`config.mk`:
```
export PLATFORM = sky130hd
export DESIGN_NAME = pipeline_arbiter
export DESIGN_NICKNAME = d
export VERILOG_FILES = /design/src/rtl/pipeline_arbiter.sv
export SDC_FILE = /design/constraint.sdc
export NUM_CORES = 1
export LEC_CHECK = 0
export ABC_AREA = 1
export CAP_MARGIN = 20
export CORE_MARGIN = 2
export CORE_UTILIZATION = 37
export CTS_BUF_LIST = sky130_fd_sc_hd__clkbuf_16
export DETAILED_ROUTE_END_ITERATION = 12
export PLACE_DENSITY = 0.82
export SLEW_MARGIN = 5
export SYNTH_ARGS = -nofsm -noshare
export SYNTH_HDL_FRONTEND = slang
export SYNTH_SLANG_ARGS = --single-unit
```
`constraint.sdc`:
```
create_clock -name clock -period 3.6 [get_ports clock]
set_input_delay 0.54 -clock clock [delete_from_list [all_inputs] [get_ports clock]]
set_output_delay 0.54 -clock clock [all_outputs]
set_load 0.01 [all_outputs]
```
`src/rtl/pipeline_arbiter.sv`:
```
// Round-robin issue of N requesters onto one in-order worker. An in-order tag
// FIFO remembers who issued each transaction so the result can be steered back.
module pipeline_arbiter #(
  parameter int N         = 4,
  parameter int W         = 16,
  parameter int TAG_DEPTH = 4
) (
  input  logic                           clock,
  input  logic                           reset,
  input  logic [N*W-1:0]                 req_data,
  input  logic [N-1:0]                   req_valid,
  output logic [N-1:0]                   req_ready,
  output logic [W-1:0]                   rsp_data,
  output logic [N-1:0]                   rsp_valid,
  input  logic [N-1:0]                   rsp_ready,
  output logic [W-1:0]                   wk_us_data,
  output logic                           wk_us_valid,
  input  logic                           wk_us_ready,
  input  logic [W-1:0]                   wk_ds_data,
  input  logic                           wk_ds_valid,
  output logic                           wk_ds_ready,
  output logic [$clog2(TAG_DEPTH+1)-1:0] outstanding,
  output logic                           err_orphan
);

  localparam int IW = (N > 1) ? $clog2(N) : 1;
  localparam int PW = (TAG_DEPTH > 1) ? $clog2(TAG_DEPTH) : 1;
  localparam int CW = $clog2(TAG_DEPTH + 1);

  logic [IW-1:0] r_ptr;
  logic [IW-1:0] r_lockIdx;
  logic          r_lock;
  logic [IW-1:0] r_tags [TAG_DEPTH];
  logic [PW-1:0] r_wrPtr;
  logic [PW-1:0] r_rdPtr;
  logic [CW-1:0] r_count;
  logic          r_errOrphan;

  logic [IW-1:0] w_grant;
  logic [IW-1:0] w_head;
  logic          w_tagFull;
  logic          w_tagEmpty;
  logic          w_issueFire;
  logic          w_popFire;

  assign w_tagFull  = (r_count == CW'(TAG_DEPTH));
  assign w_tagEmpty = (r_count == '0);
  assign w_head     = r_tags[r_rdPtr];

  // Descending scan so the candidate closest to the pointer is the one that sticks.
  always_comb begin
    w_grant = r_ptr;
    if (r_lock) begin
      w_grant = r_lockIdx;
    end else begin
      for (int k = N - 1; k >= 0; k--) begin
        if (req_valid[(int'(r_ptr) + k) % N]) begin
          w_grant = IW'((int'(r_ptr) + k) % N);
        end
      end
    end
  end

  assign wk_us_valid = !reset && req_valid[w_grant] && !w_tagFull;
  assign wk_us_data  = req_data[int'(w_grant)*W +: W];
  assign w_issueFire = wk_us_valid && wk_us_ready;

  assign wk_ds_ready = !reset && !w_tagEmpty && rsp_ready[w_head];
  assign w_popFire   = wk_ds_valid && wk_ds_ready;
  assign rsp_data    = wk_ds_data;

  always_comb begin
    req_ready = '0;
    rsp_valid = '0;
    if (w_issueFire) begin
      req_ready[w_grant] = 1'b1;
    end
    if (!reset && wk_ds_valid && !w_tagEmpty) begin
      rsp_valid[w_head] = 1'b1;
    end
  end

  // A stalled offer locks the grant so the worker sees a stable request until it accepts.
  always_ff @(posedge clock) begin
    if (reset) begin
      r_ptr       <= '0;
      r_lock      <= 1'b0;
      r_lockIdx   <= '0;
      r_wrPtr     <= '0;
      r_rdPtr     <= '0;
      r_count     <= '0;
      r_errOrphan <= 1'b0;
    end else begin
      if (w_issueFire) begin
        r_tags[r_wrPtr] <= w_grant;
        r_wrPtr         <= r_wrPtr + PW'(1);
        r_ptr           <= (w_grant == IW'(N - 1)) ? '0 : w_grant + IW'(1);
        r_lock          <= 1'b0;
      end else if (wk_us_valid) begin
        r_lock    <= 1'b1;
        r_lockIdx <= w_grant;
      end
      if (w_popFire) begin
        r_rdPtr <= r_rdPtr + PW'(1);
      end
      case ({w_issueFire, w_popFire})
        2'b10:   r_count <= r_count + CW'(1);
        2'b01:   r_count <= r_count - CW'(1);
        default: r_count <= r_count;
      endcase
      if (wk_ds_valid && w_tagEmpty) begin
        r_errOrphan <= 1'b1;
      end
    end
  end

  assign outstanding = r_count;
  assign err_orphan  = r_errOrphan;

endmodule

```
# Word level (Yosys, flattened, before mapping)
# Memory sizes are Yosys's and may differ from the RTL's. A register that Yosys moved wholly into a read port is not among the register bits.
# Cells that the tools add are included.
[word_totals]
regBits = 13
ramBits = 8
in_bits = 92
out_inout_bits = 46
elab_cells = 87
mem_count = 1
[op_classes]
add_sub_neg = 8
n_lt_le_gt_ge = 8
eq_ne = 4
n_shift = 1
n_mux = 33
bitwise_logic = 4
reduce_logical = 21
[mem_list]
columns = ["memory", "words", "width", "rd", "rd_clocked_by_memory_dff", "wr", "line", "text"]
rows = [
  ["r_tags", 4, 2, 1, 1, 1, "33", "logic [IW-1:0] r_tags [TAG_DEPTH];"],
]
[ops]
columns = ["cell", "count"]
rows = [
  ["64-bit by 7-bit variable part select with 16-bit output", 1],
  ["2-bit two-way mux", 8],
  ["1-bit two-way mux", 14],
  ["1-bit binary-select mux with 2-bit select", 6],
  ["3-bit by 4-bit less-than comparator with 1-bit output (second input constant)", 3],
  ["1-bit logical AND", 11],
  ["2-bit by 3-bit less-than comparator with 1-bit output (second input constant)", 3],
  ["2-bit by 1-bit adder with 2-bit output (second input constant)", 4],
  ["4-bit two-way mux", 2],
  ["2-bit OR reduction", 4],
  ["3-bit case mux with 2 select lines", 1],
  ["2-bit adder (second input constant)", 2],
  ["1-bit demux with 2-bit select", 2],
  ["2-bit == test (second input constant)", 2],
  ["2-bit by 1-bit >= comparator with 1-bit output (second input constant)", 2],
  ["3-bit by 1-bit adder with 3-bit output (second input constant)", 1],
  ["1-bit AND (first input constant)", 3],
  ["3-bit == test (second input constant)", 1],
  ["1-bit zero test", 3],
  ["3-bit zero test", 1],
  ["3-bit by 1-bit subtractor with 3-bit output (second input constant)", 1],
  ["2-bit by 1-bit == test with 1-bit output (second input constant)", 1],
  ["2-bit AND reduction", 1],
  ["2-bit nonzero test", 1],
  ["1-bit NOT", 1],
]

# Logic depth before layout (Yosys ltp)
# Gate-level depths: netlist of run 1.
[logic_depth]
word_depth = 19
depth_mapped = 25
depth_no_buf = 23

# Least setup slack after synthesis of run 1
# No wires, ideal clock.
[synth_timing]
path_type = "input to register"
startpoint = "in req_valid[3]"
endpoint = "reg r_count[2] (netlist: outstanding[2])"
setup_time_ns = 0.122
t_arrival_ns = 2.672
t_required_ns = 3.478
setup_slack_ns = 0.806
stages = 22
path_buffers = 1
path_cell_list = "inv_1 > nand2_1 > and2_4 > nand2_1 > nand2_1 > inv_2 > nand3_1 > nand2_1 > nand2_2 > nand2_4 > nand2_1 > nand3_2 > nand2_4 > nand3_4 > buf_12 > ha_1 > inv_1 > fa_1 > a21oi_1 > o21ai_0 > o21ai_0 > a21oi_1"
[synth_between]
elab_chain_cells = 15
elab_cells_between_ends = 25
classes_between = "2 x eq/ne; 19 x mux; 4 x reduce/logical"
[synth_lines]
columns = ["item", "line", "text"]
rows = [
  ["start: declaration", "11", "input logic [N-1:0] req_valid,"],
  ["1-bit binary-select mux with 2-bit select", "57", "if (req_valid[(int'(r_ptr) + k) % N]) begin"],
  ["1-bit two-way mux (not written as such) (2 in a row)", "57", ""],
  ["2-bit two-way mux (4 in a row)", "57", ""],
  ["2-bit two-way mux", "53", "if (r_lock) begin"],
  ["1-bit binary-select mux with 2-bit select (*)", "64", "assign wk_us_valid = !reset && req_valid[w_grant] && !w_tagFull;"],
  ["1-bit two-way mux (not written as such) (*)", "64", ""],
  ["1-bit logical AND (*) (2 in a row)", "64", ""],
  ["1-bit logical AND (*)", "66", "assign w_issueFire = wk_us_valid && wk_us_ready;"],
  ["2-bit by 1-bit == test with 1-bit output / 2-bit == test (equally long branches)", "106", "case ({w_issueFire, w_popFire})"],
  ["3-bit case mux with 2 select lines / 2-bit nonzero test (equally long branches)", "-", ""],
  ["end signal: assignment", "107", "2'b10: r_count <= r_count + CW'(1);"],
  ["end signal: assignment", "108", "2'b01: r_count <= r_count - CW'(1);"],
  ["end signal: assignment", "109", "default: r_count <= r_count;"],
  ["end: declaration", "36", "logic [CW-1:0] r_count;"],
]
# Every way passes the cells marked *; elsewhere a longest branch is shown, timed or not. The select of a mux whose other input is x is not followed.
# A chain may end at the register's enable or synchronous reset.

# Worst setup path after layout of run 1
[layout_timing]
startpoint = "in req_valid[1]"
endpoint = "out wk_us_valid"
[layout_between]
elab_chain_cells = 12
elab_cells_between_ends = 20
classes_between = "18 x mux; 2 x reduce/logical"
[layout_lines]
columns = ["item", "line", "text"]
rows = [
  ["1-bit binary-select mux with 2-bit select", "57", ""],
  ["1-bit two-way mux (not written as such) (2 in a row)", "57", ""],
  ["2-bit two-way mux (4 in a row)", "57", ""],
  ["2-bit two-way mux", "53", ""],
  ["1-bit binary-select mux with 2-bit select (*)", "64", ""],
  ["1-bit two-way mux (not written as such) (*)", "64", ""],
  ["1-bit logical AND (*) (2 in a row)", "64", ""],
  ["end: declaration", "17", "output logic wk_us_valid,"],
]
# Marked as above.

==> results of run 1 <==
-- cell families after synthesis --
| kind of cell | Yosys count |
|---|---|
| flip-flops | 23 |
| AND/OR/NAND/NOR | 141 |
| AO/OA/AOI/OAI | 69 |
| adder cells (fa/ha/maj) | 10 |
| buffers and inverters | 75 |
-- cell type report --
type	count	area share, %
Multi-Input combinational cell	221	36.1
Tap cell	72	2.75
Timing Repair Buffer	117	36.7
Inverter	47	5.46
Clock inverter	1	0.153
Sequential cell	23	16.5
Clock buffer	3	2.29
-- layout by cell type, fill, tap and decap left out --
cell type	count
clkdlybuf4s50_1	85
nand2_1	56
inv_1	44
nor2_1	39
o21ai_0	38
dlymetal6s2s_1	20
o22ai_1	16
nand3_1	15
dfxtp_1	14
a21oi_1	9
ha_1	9
buf_4	9
nor2_2	8
edfxtp_1	8
nand4_1	7
nor3_1	5
nand2_2	3
nand3_2	3
clkbuf_16	3
buf_6	3
inv_2	2
nand2_4	2
inv_4	1
and2_4	1
o21ai_2	1
a31oi_1	1
a22oi_1	1
a32oi_1	1
nor2b_1	1
and3_1	1
a31oi_2	1
nand3_4	1
a21oi_2	1
fa_1	1
clkinv_2	1
dfxtp_2	1
-- power groups by stage --
stage                     clock [W]  sequential, W  combinational, W
final                      0.000236       0.000401           0.00224
after global routing       0.000253       0.000409           0.00248
after CTS                  0.000242       0.000400           0.00224
after detailed placement          0       0.000404           0.00223
after global placement            0       0.000401           0.00220
after floorplan                   0       0.000390           0.00134
-- metrics by stage --
stage | setup WS [ns] | TNS [ns] | utilization (%)
finish | 0.214 | 0 | 59.8
global route | -0.00237 | -0.00237 | 59.8
floorplan | 0.806 | 0 | -
detailed placement | 0.109 | 0 | 56.8
CTS | 0.109 | 0 | 58.2
global placement | 0.171 | 0 | 56.8
-- path summary, 6_finish.rpt --
check              endpoint          from
max             wk_us_valid  req_valid[1]
min              err_orphan    err_orphan
max reg2reg  outstanding[2]      r_ptr[0]
min reg2reg      err_orphan    err_orphan
-- flip-flops by register name, summed over array words and instances (netlist names), named ones only --
register	cells
r_lockIdx	2
r_ptr	2
err_orphan	1
outstanding	3
r_wrPtr	2
r_tags	8
r_lock	1
r_rdPtr	2
-- worst min-delay path: cells and delay by family (launching register included) --
family | cells | cell delay [ns]
DFF | 1 | 0.31
buffers and inverters | 1 | 0.05
AOI/OAI and AO/OA | 1 | 0.05
-- routing by layer --
metal | wire (microns) | up-vias
met3 | 378 | 18
met1 | 2290 | 1049
met5 | 0 | -
li1 | - | 1219
met4 | 157 | 0
met2 | 2880 | 93
-- repair_timing --
action / in CTS / in global routing
hold endpoints to repair: 0 / 0
endpoints found under the setup margin: 0 / 20
setup buffers: 0 / 2
resized for setup: 0 / 24
==> results.toml, run 1 <==
[outcome]
status = "completed"

[worst_setup_path]
crit_path_end_kind = "output pin"
cp.required_ns = 3.06
crit_chain = "clkdlybuf4s50_1, inv_1, o21ai_2, nand2_1, nand2_1, nand2_1, nand2_1, nand2_1, nand2_1, nand2_1, nand2_2, nand2_4, nand2_1, nand3_2, nand2_4, nand2_1, inv_1, clkdlybuf4s50_1"
cp_num_cells = 18
critPathMostFrequentCell = "nand2_1"
rr_worst_depth = 19
crit_type = "input pin to output pin"
cp.arrival_ns = 2.85
path_buf_inv = 4
startpoint_type = "input pin"
rrSetupSlack_ns = 0.58
path_delay_family = "buffers and inverters"
slowest_delay_ns = 0.53
cp_max_fo = 8
worst_path_max_delay_cell = "clkdlybuf4s50_1"

[synthesis]
synthXorXnorAreaFrac_pct = 0
synth_edf_count = 8
synth_top_family_by_area = "simple AND/OR/NAND/NOR gates"
yosys_warnings = 0
yosysTopAreaCellShare_pct = 14.4
netlist_area_sq_um = 2090
muxShareOfSynthArea_pct = 0
synth-simple-area-share_pct = 31.2
synth_fa_ha_area_share_pct = 6.35
synth.largest_area_cell = "dfxtp_1"
yosysMostFrequentCell = "nand2_1"
synth-compound-area-share_pct = 18.6
ys_ff_latch = 23
syn-num-nets = 420
yosysSeqAreaShare_pct = 25.9
syn_inst = 318
synth_top_cells_by_count = "56 x nand2_1, 44 x inv_1, 39 x nor2_1, 38 x o21ai_0, 17 x buf_4"
yosysUniqueCellTypes = 34
synthTopCellsByArea = "dfxtp_1 14%, edfxtp_1 12%, nand2_1 10%"
synthFlopType = "dfxtp_1"
synth_async_sr_flop_share_pct = 0
avgSynthCellArea_sq_um = 6.57

[clock_network]
cts_inserted_buffers = 3
tritoncts = "built"
clk_latency_ns = 0.25
clockRootBuffer = "clkbuf_16"
postCtsHoldBufs = 0
cts_num_sinks = 23
h-tree-depth = 1
clk_path_buf_depth = 2
clkTransAtPathRegs_ns = 0.06

[timing]
fin_crit_sh_pct = 94.1
drv_slew = 0
fin_crit_ns = 3.39
fin_skew_ns = 0.00439
fmax_mhz = 295
hold_viol = 0
slew_headroom_pct = 61.0
finalSetupViolations = 0
tightest_slew_ns = 0.583
worst_hold_slack_ns = 0.449

[route]
drc = 0
drt-initial-drc-count = 68
first_pass_iters = 4
avgRoutedWirePerCell_microns = 11.8
ant_nets = 0
vias = 2379
vias_per_cell = 4.92
routed_wl_microns = 5710

[final_layout]
multi_input_area_sq_um = 1180
area_delta_synth_final_pct = 56.8
stdcell_area_sq_um = 3270
drive_above_1_share_pct = 9.95
nFillCells = 500
fin_nets = 515
final-seq-area_sq_um = 542
antennaDiodeCount = 0
fin_cells = 484

[grt]
antenna_found_initial = 0
use_met1_pct = 19.2
first_global_vias = 2262
met2_usage_pct = 32.7
grt_max_degree = 20
grt.overflow.total = 0
busiest_layer = "met2"
met3_usage_pct = 4.09
grt_pass1_wl_microns = 9120
track_usage_pct = 17.7

[power]
power.density_nw_per_um2 = 878
p_sw_share_pct = 47.5
power.switching_w = 0.00137
pwr-share-clk_pct = 8.2
p_comb_share_pct = 77.8
sequentialPowerShare_pct = 13.9
p_leak_nw = 1.58
power_w = 0.00288
ir_drop_uv = 660
p_int_w = 0.00151

[floorplanning]
num_io_pins = 138
die_height_microns = 79.1
coreArea_sq_um = 5470
placementRows = 27
dieArea_sq_um = 6260
die_x_microns = 79.1
initial_utilization_pct = 38.2

[place]
placed_area_sq_um = 3110
place_hpwl_microns = 4520
io_buffers = 105
place_congestion = 0.790
dpl.cell_count = 477

[min_path]
hp-class = "register to register"
hold_depth = 2

[run]
maxCapViolations = 0
Note: power is estimated with default switching activity, not from simulation.
==> run 2: changes to the inputs <==
ABC_AREA = not set   (was 1)
CORE_UTILIZATION = 36   (was 37)
SLEW_MARGIN = not set   (was 5)
==> run 2 against run 1 <==
  * Routed wire length is 13% lower
  * Core utilization is 2.2 points higher
  * Maximum frequency is 1.5% lower
  * Largest power group unchanged
  * Highest routed layer unchanged
==> results.toml, run 2 <==
[outcome]
status = "completed"

[final_layout]
top_register = "r_tags"
largest_reg_flops = 8
drive_above_1_share_pct = 12.3
antennaDiodeCount = 0
final_common_cell = "clkdlybuf4s50_1"
stdcell_area_sq_um = 3230
area_delta_synth_final_pct = 64.0
fin_cells = 379
final_cell_mix = "100 x clkdlybuf4s50_1, 50 x mux2i_1, 18 x buf_4, 15 x dfxtp_1, 11 x nor2_1"
fin_nets = 412
postLayoutCoreUtil_pct = 62.1

[synthesis]
yosysTopAreaCellShare_pct = 25.4
ys_ff_latch = 23
synth_fa_ha_area_share_pct = 6.73
synthXorXnorAreaFrac_pct = 1.78
synthFlopType = "dfxtp_1"
synth-compound-area-share_pct = 6.10
netlist_area_sq_um = 1970
synth_top_cells_by_count = "50 x mux2i_1, 17 x buf_4, 15 x dfxtp_1, 11 x nor2_1"
syn-num-nets = 305
yosysMostFrequentCell = "mux2i_1"
synthTopCellsByArea = "mux2i_1 25%, dfxtp_1 15%, edfxtp_1 12%"
yosys_warnings = 0
yosysSeqAreaShare_pct = 27.4
avgSynthCellArea_sq_um = 9.70
muxShareOfSynthArea_pct = 30.0
syn_inst = 203
synth-simple-area-share_pct = 18.2
synth_edf_count = 8
synth.largest_area_cell = "mux2i_1"
synth_async_sr_flop_share_pct = 0
yosysUniqueCellTypes = 44
synth_top_family_by_area = "multiplexers"

[min_path]
hp-class = "register to register"

[grt]
antenna_found_initial = 0
first_global_vias = 1916
track_usage_pct = 15.8
grt.overflow.total = 0
grt_pass1_wl_microns = 7870
grt_max_degree = 29

[route]
vias_per_cell = 5.06
first_pass_iters = 4
routed_wl_microns = 4990
avgRoutedWirePerCell_microns = 13.2
ant_nets = 0
drc = 0
vias = 1917
drt-initial-drc-count = 96

[worst_setup_path]
crit_chain = "clkdlybuf4s50_1, nor2b_1, nor4_1, a31oi_1, o21ai_4, buf_12, mux2i_1, mux2i_1, clkdlybuf4s50_1"
crit_path_end_kind = "output pin"
path_delay_family = "buffers and inverters"
cp.arrival_ns = 2.90
path_buf_inv = 3
worst_path_max_delay_cell = "clkdlybuf4s50_1"
slowest_delay_ns = 0.57
startpoint_type = "input pin"
crit_type = "input pin to output pin"
cp_max_fo = 28
cp.required_ns = 3.06

[timing]
fin_crit_ns = 3.44
slew_headroom_pct = 72.7
final.setup.tns_ns = 0
fin_skew_ns = 0.00424
hold_viol = 0
fin_crit_sh_pct = 95.5
tightest_slew_ns = 0.407
rsz0062_at_grt = "false"
finalSetupViolations = 0
fmax_mhz = 291
drv_slew = 0

[clock_network]
cts_num_sinks = 23
clk_latency_ns = 0.26
clockRootBuffer = "clkbuf_16"
cts_inserted_buffers = 3
clk_path_buf_depth = 2
h-tree-depth = 1
tritoncts = "built"
postCtsHoldBufs = 0
clkTransAtPathRegs_ns = 0.06

[place]
dpl.cell_count = 374
place_hpwl_microns = 4190
placed_area_sq_um = 3130
io_buffers = 105
place_congestion = 0.855

[power]
ir_drop_uv = 255
p_leak_nw = 1.29
power.density_nw_per_um2 = 569

[floorplanning]
placementRows = 26
num_io_pins = 138
die_x_microns = 78.0
initial_utilization_pct = 37.8
dieArea_sq_um = 6080
coreArea_sq_um = 5200
die_height_microns = 78.0

[run]
maxCapViolations = 0
run 2: cell count changes after synthesis, sizes merged, moves of 8 or more:
cell and delta:
o21ai -36, o22ai -16, and2 +8, nor2 -36, nand2 -54, nand3 -16, mux2i +50, inv -37
run 2: worst paths after layout:
| path | startpoint | endpoint | slack, ns | cells after the start |
|---|---|---|---|---|
| setup / recovery | req_valid[0] | wk_us_data[8] | 0.16 | 9 |
| hold / removal | err_orphan | err_orphan | 0.48 | 2 |
| hold reg to reg | err_orphan | err_orphan | 0.48 | 2 |
| setup reg to reg | r_ptr[0] | outstanding[2] | 0.61 | 14 |
run 2: where the power goes:
part / internal [W] / switching, W
Combinational: 0.000690 / 0.000530
Sequential: 0.000328 / 0.0000454
Clock: 0.000151 / 0.0000943
Total: 0.00117 / 0.000670
run 2: kinds of logic after synthesis:
group / count (synthesis)
simple gates: 60
compound gates: 18
mux: 55
xor+xnor: 4
fa+ha+maj: 10
buf+inv: 33
flops: 23
run 2: timing repair:
action | in CTS | in global routing
gates resized for setup | 4 | 3
pin swaps | 0 | 1
setup endpoints to repair | 4 | 6
setup buffers | 1 | 0
run 2: final cells by class:
class                           instances  area [sq um]
Tap cell                               70          87.6
Inverter                               10          37.5
Sequential cell                        23           541
Clock buffer                            3          75.1
Timing Repair Buffer                  125          1220
Clock inverter                          1          7.51
Fill cell                             451          1970
Multi-Input combinational cell        147          1260
run 2: worst register-to-register path, cell delays in order (launching register included):
cell     delay [ns]
dfxtp_1        0.39
nor2b_1        0.09
or4b_1         0.54
nand4_1        0.15
and3_4         0.22
nor4_4         0.05
buf_4          0.14
buf_4          0.12
inv_2          0.03
ha_1           0.16
inv_1          0.06
fa_1           0.38
xor2_1         0.15
or3_1          0.30
a21oi_1        0.15
run 2: metrics by stage:
stage                     power (W)  setup slack, ns  hold slack (ns)
after floorplan             0.00105            0.494            0.441
after global placement      0.00158          -0.0566            0.450
after detailed placement    0.00160          -0.0740            0.464
after CTS                   0.00185           0.0388            0.478
after global routing        0.00195           0.0440            0.500
final                       0.00184            0.161            0.480
run 2: per-layer routing:
metal | vias up | GRT usage, % | wire length (microns)
met2 | 92 | 30.6 | 2560
met5 | - | 0 | 0
li1 | 932 | - | -
met1 | 882 | 16.1 | 1890
met3 | 11 | 4.77 | 451
met4 | 0 | 4.91 | 78
==> run 3: changes to the inputs <==
RECOVER_POWER = 50   (was not set)
==> run 3 against run 2 <==
  * Clock skew is essentially flat
  * Core utilization is 0.22 points lower
  * First-iteration DRC count up 3.1%
  * Count of clock-buffer cells in the layout is the same
  * Critical endpoint unchanged
  * Clock power hardly changed
  * Non-clock buffer count did not move
  * Highest routed layer unchanged
  * Final area shrank 0.35%
  * Critical path type unchanged
==> results.toml, run 3 (synthesized netlist as in run 2, its figures left out) <==
[grt]
track_usage_pct = 15.8
grt_max_degree = 29
antenna_found_initial = 0
grt.overflow.total = 0
grt_pass1_wl_microns = 7870
first_global_vias = 1916

[worst_setup_path]
cp_num_cells = 9
reg2reg_from = "r_ptr[0]"
startpoint_type = "input pin"
path_delay_family = "buffers and inverters"
slowest_delay_ns = 0.57
path_buf_inv = 3
crit_type = "input pin to output pin"
rrSetupSlack_ns = 0.60
cp.required_ns = 3.06
crit_chain = "clkdlybuf4s50_1, nor2b_1, nor4_1, a31oi_1, o21ai_4, buf_12, mux2i_1, mux2i_1, clkdlybuf4s50_1"
crit_path_end_kind = "output pin"
cp.arrival_ns = 2.90
critPathCapture = "wk_us_data[8]"
rr_worst_depth = 14
worst_path_max_delay_cell = "clkdlybuf4s50_1"
r2r_end = "outstanding[2]"
cp_max_fo = 28
critical_path.startpoint = "req_valid[0]"

[timing]
hold_viol = 0
finalSetupViolations = 0
fin_crit_ns = 3.44
worst_hold_slack_ns = 0.479
fin_crit_sh_pct = 95.6
fmax_mhz = 291
fin_skew_ns = 0.00419
rsz0062_at_grt = "false"
slew_headroom_pct = 58.8
tightest_slew_ns = 0.618
drv_slew = 0

[route]
avgRoutedWirePerCell_microns = 13.2
ant_nets = 0
drt-initial-drc-count = 99
first_pass_iters = 4
vias = 1933
drc = 0
routed_wl_microns = 5010
vias_per_cell = 5.10

[clock_network]
clk_latency_ns = 0.26
postCtsHoldBufs = 0
clockRootBuffer = "clkbuf_16"
cts_inserted_buffers = 3
clk_path_buf_depth = 2
clkTransAtPathRegs_ns = 0.06
tritoncts = "built"
cts_num_sinks = 23
h-tree-depth = 1

[final_layout]
drive_above_1_share_pct = 11.3
fin_nets = 412
largest_reg_flops = 8
nFillCells = 455
final-seq-area_sq_um = 541
final_common_cell = "clkdlybuf4s50_1"
top_register = "r_tags"
antennaDiodeCount = 0
final_cell_mix = "94 x clkdlybuf4s50_1, 50 x mux2i_1, 15 x dfxtp_1, 15 x buf_4, 11 x nor2_1"
fin_cells = 379
multi_input_area_sq_um = 1260
area_delta_synth_final_pct = 63.5

[outcome]
status = "completed"

[floorplanning]
dieArea_sq_um = 6080
die_x_microns = 78.0
placementRows = 26
num_io_pins = 138
die_height_microns = 78.0
initial_utilization_pct = 37.8
coreArea_sq_um = 5200

[power]
p_leak_nw = 1.30
power.switching_w = 0.000670
p_int_w = 0.00116
pwr-share-clk_pct = 13.4
power_w = 0.00183
ir_drop_uv = 253
power.density_nw_per_um2 = 569
p_sw_share_pct = 36.6
sequentialPowerShare_pct = 20.3
p_comb_share_pct = 66.3

[min_path]
hp-class = "register to register"

[place]
io_buffers = 105
place_congestion = 0.855
dpl.cell_count = 374
place_hpwl_microns = 4190

[run]
maxCapViolations = 0
[run 3: changes by cell type in the layout (fill, tap and decap cells not counted), sizes merged]
cell,change
dlygate4sd3,+6
clkdlybuf4s50,-6
clkbuf,+3
buf,-3
[run 3: area by class of cell]
type	count	area share (%)
clock buffer	3	2.33
clock inverter	1	0.233
inverter	10	1.17
multi-input combinational	147	39.1
sequential	23	16.8
tap	70	2.72
timing repair buffer	125	37.7
[run 3: power groups by stage]
stage	registers, W	logic [W]	clock network [W]
detailed placement	0.000378	0.00122	0
floorplan	0.000368	0.000682	0
CTS	0.000373	0.00123	0.000249
global route	0.000378	0.00130	0.000259
finish	0.000373	0.00121	0.000245
global placement	0.000375	0.00120	0
[run 3: metrics by stage]
step	cell area, sq um	util, %	setup WS (ns)	setup TNS, ns
4_1_cts	3220	61.8	0.0388	0
5_1_grt	3220	61.9	0.0409	0
2_1_floorplan	1970	-	0.494	0
3_5_place_dp	3130	60.2	-0.0740	-0.225
3_3_place_gp	3130	60.2	-0.0566	-0.110
6_report	3220	61.9	0.160	0
[run 3: layer usage]
metal	global-route usage, %	part of all wire (%)	routed length, microns	vias to the layer above
met5	0	0	0	-
met4	4.91	1.6	78	0
met3	4.77	9.1	455	11
met2	30.6	51	2550	96
met1	16.1	38	1920	895
li1	-	-	-	931
[run 3: how the worst min path moves through the flow]
stage                 start            to  slack, ns  depth (start not counted)
2_1_floorplan  r_lockIdx[1]  r_lockIdx[1]       0.44                          2
3_3_place_gp   r_lockIdx[1]  r_lockIdx[1]       0.45                          2
3_5_place_dp     err_orphan    err_orphan       0.46                          2
4_1_cts          err_orphan    err_orphan       0.48                          2
5_1_grt          err_orphan    err_orphan       0.50                          2
6_report         err_orphan    err_orphan       0.48                          2
[run 3: timing repair]
| action | CTS | global route |
|---|---|---|
| endpoints found under the setup margin | 4 | 6 |
| setup buffers | 1 | 0 |
| resized for setup | 4 | 3 |
| pin swaps | 0 | 1 |
[run 3: tightest hold or removal path, delay by kind of cell (launching register included)]
kind,cells,cell delay [ns]
DFF,1,0.33
AOI/OAI and AO/OA,1,0.04
and+or+nand+nor,1,0.07
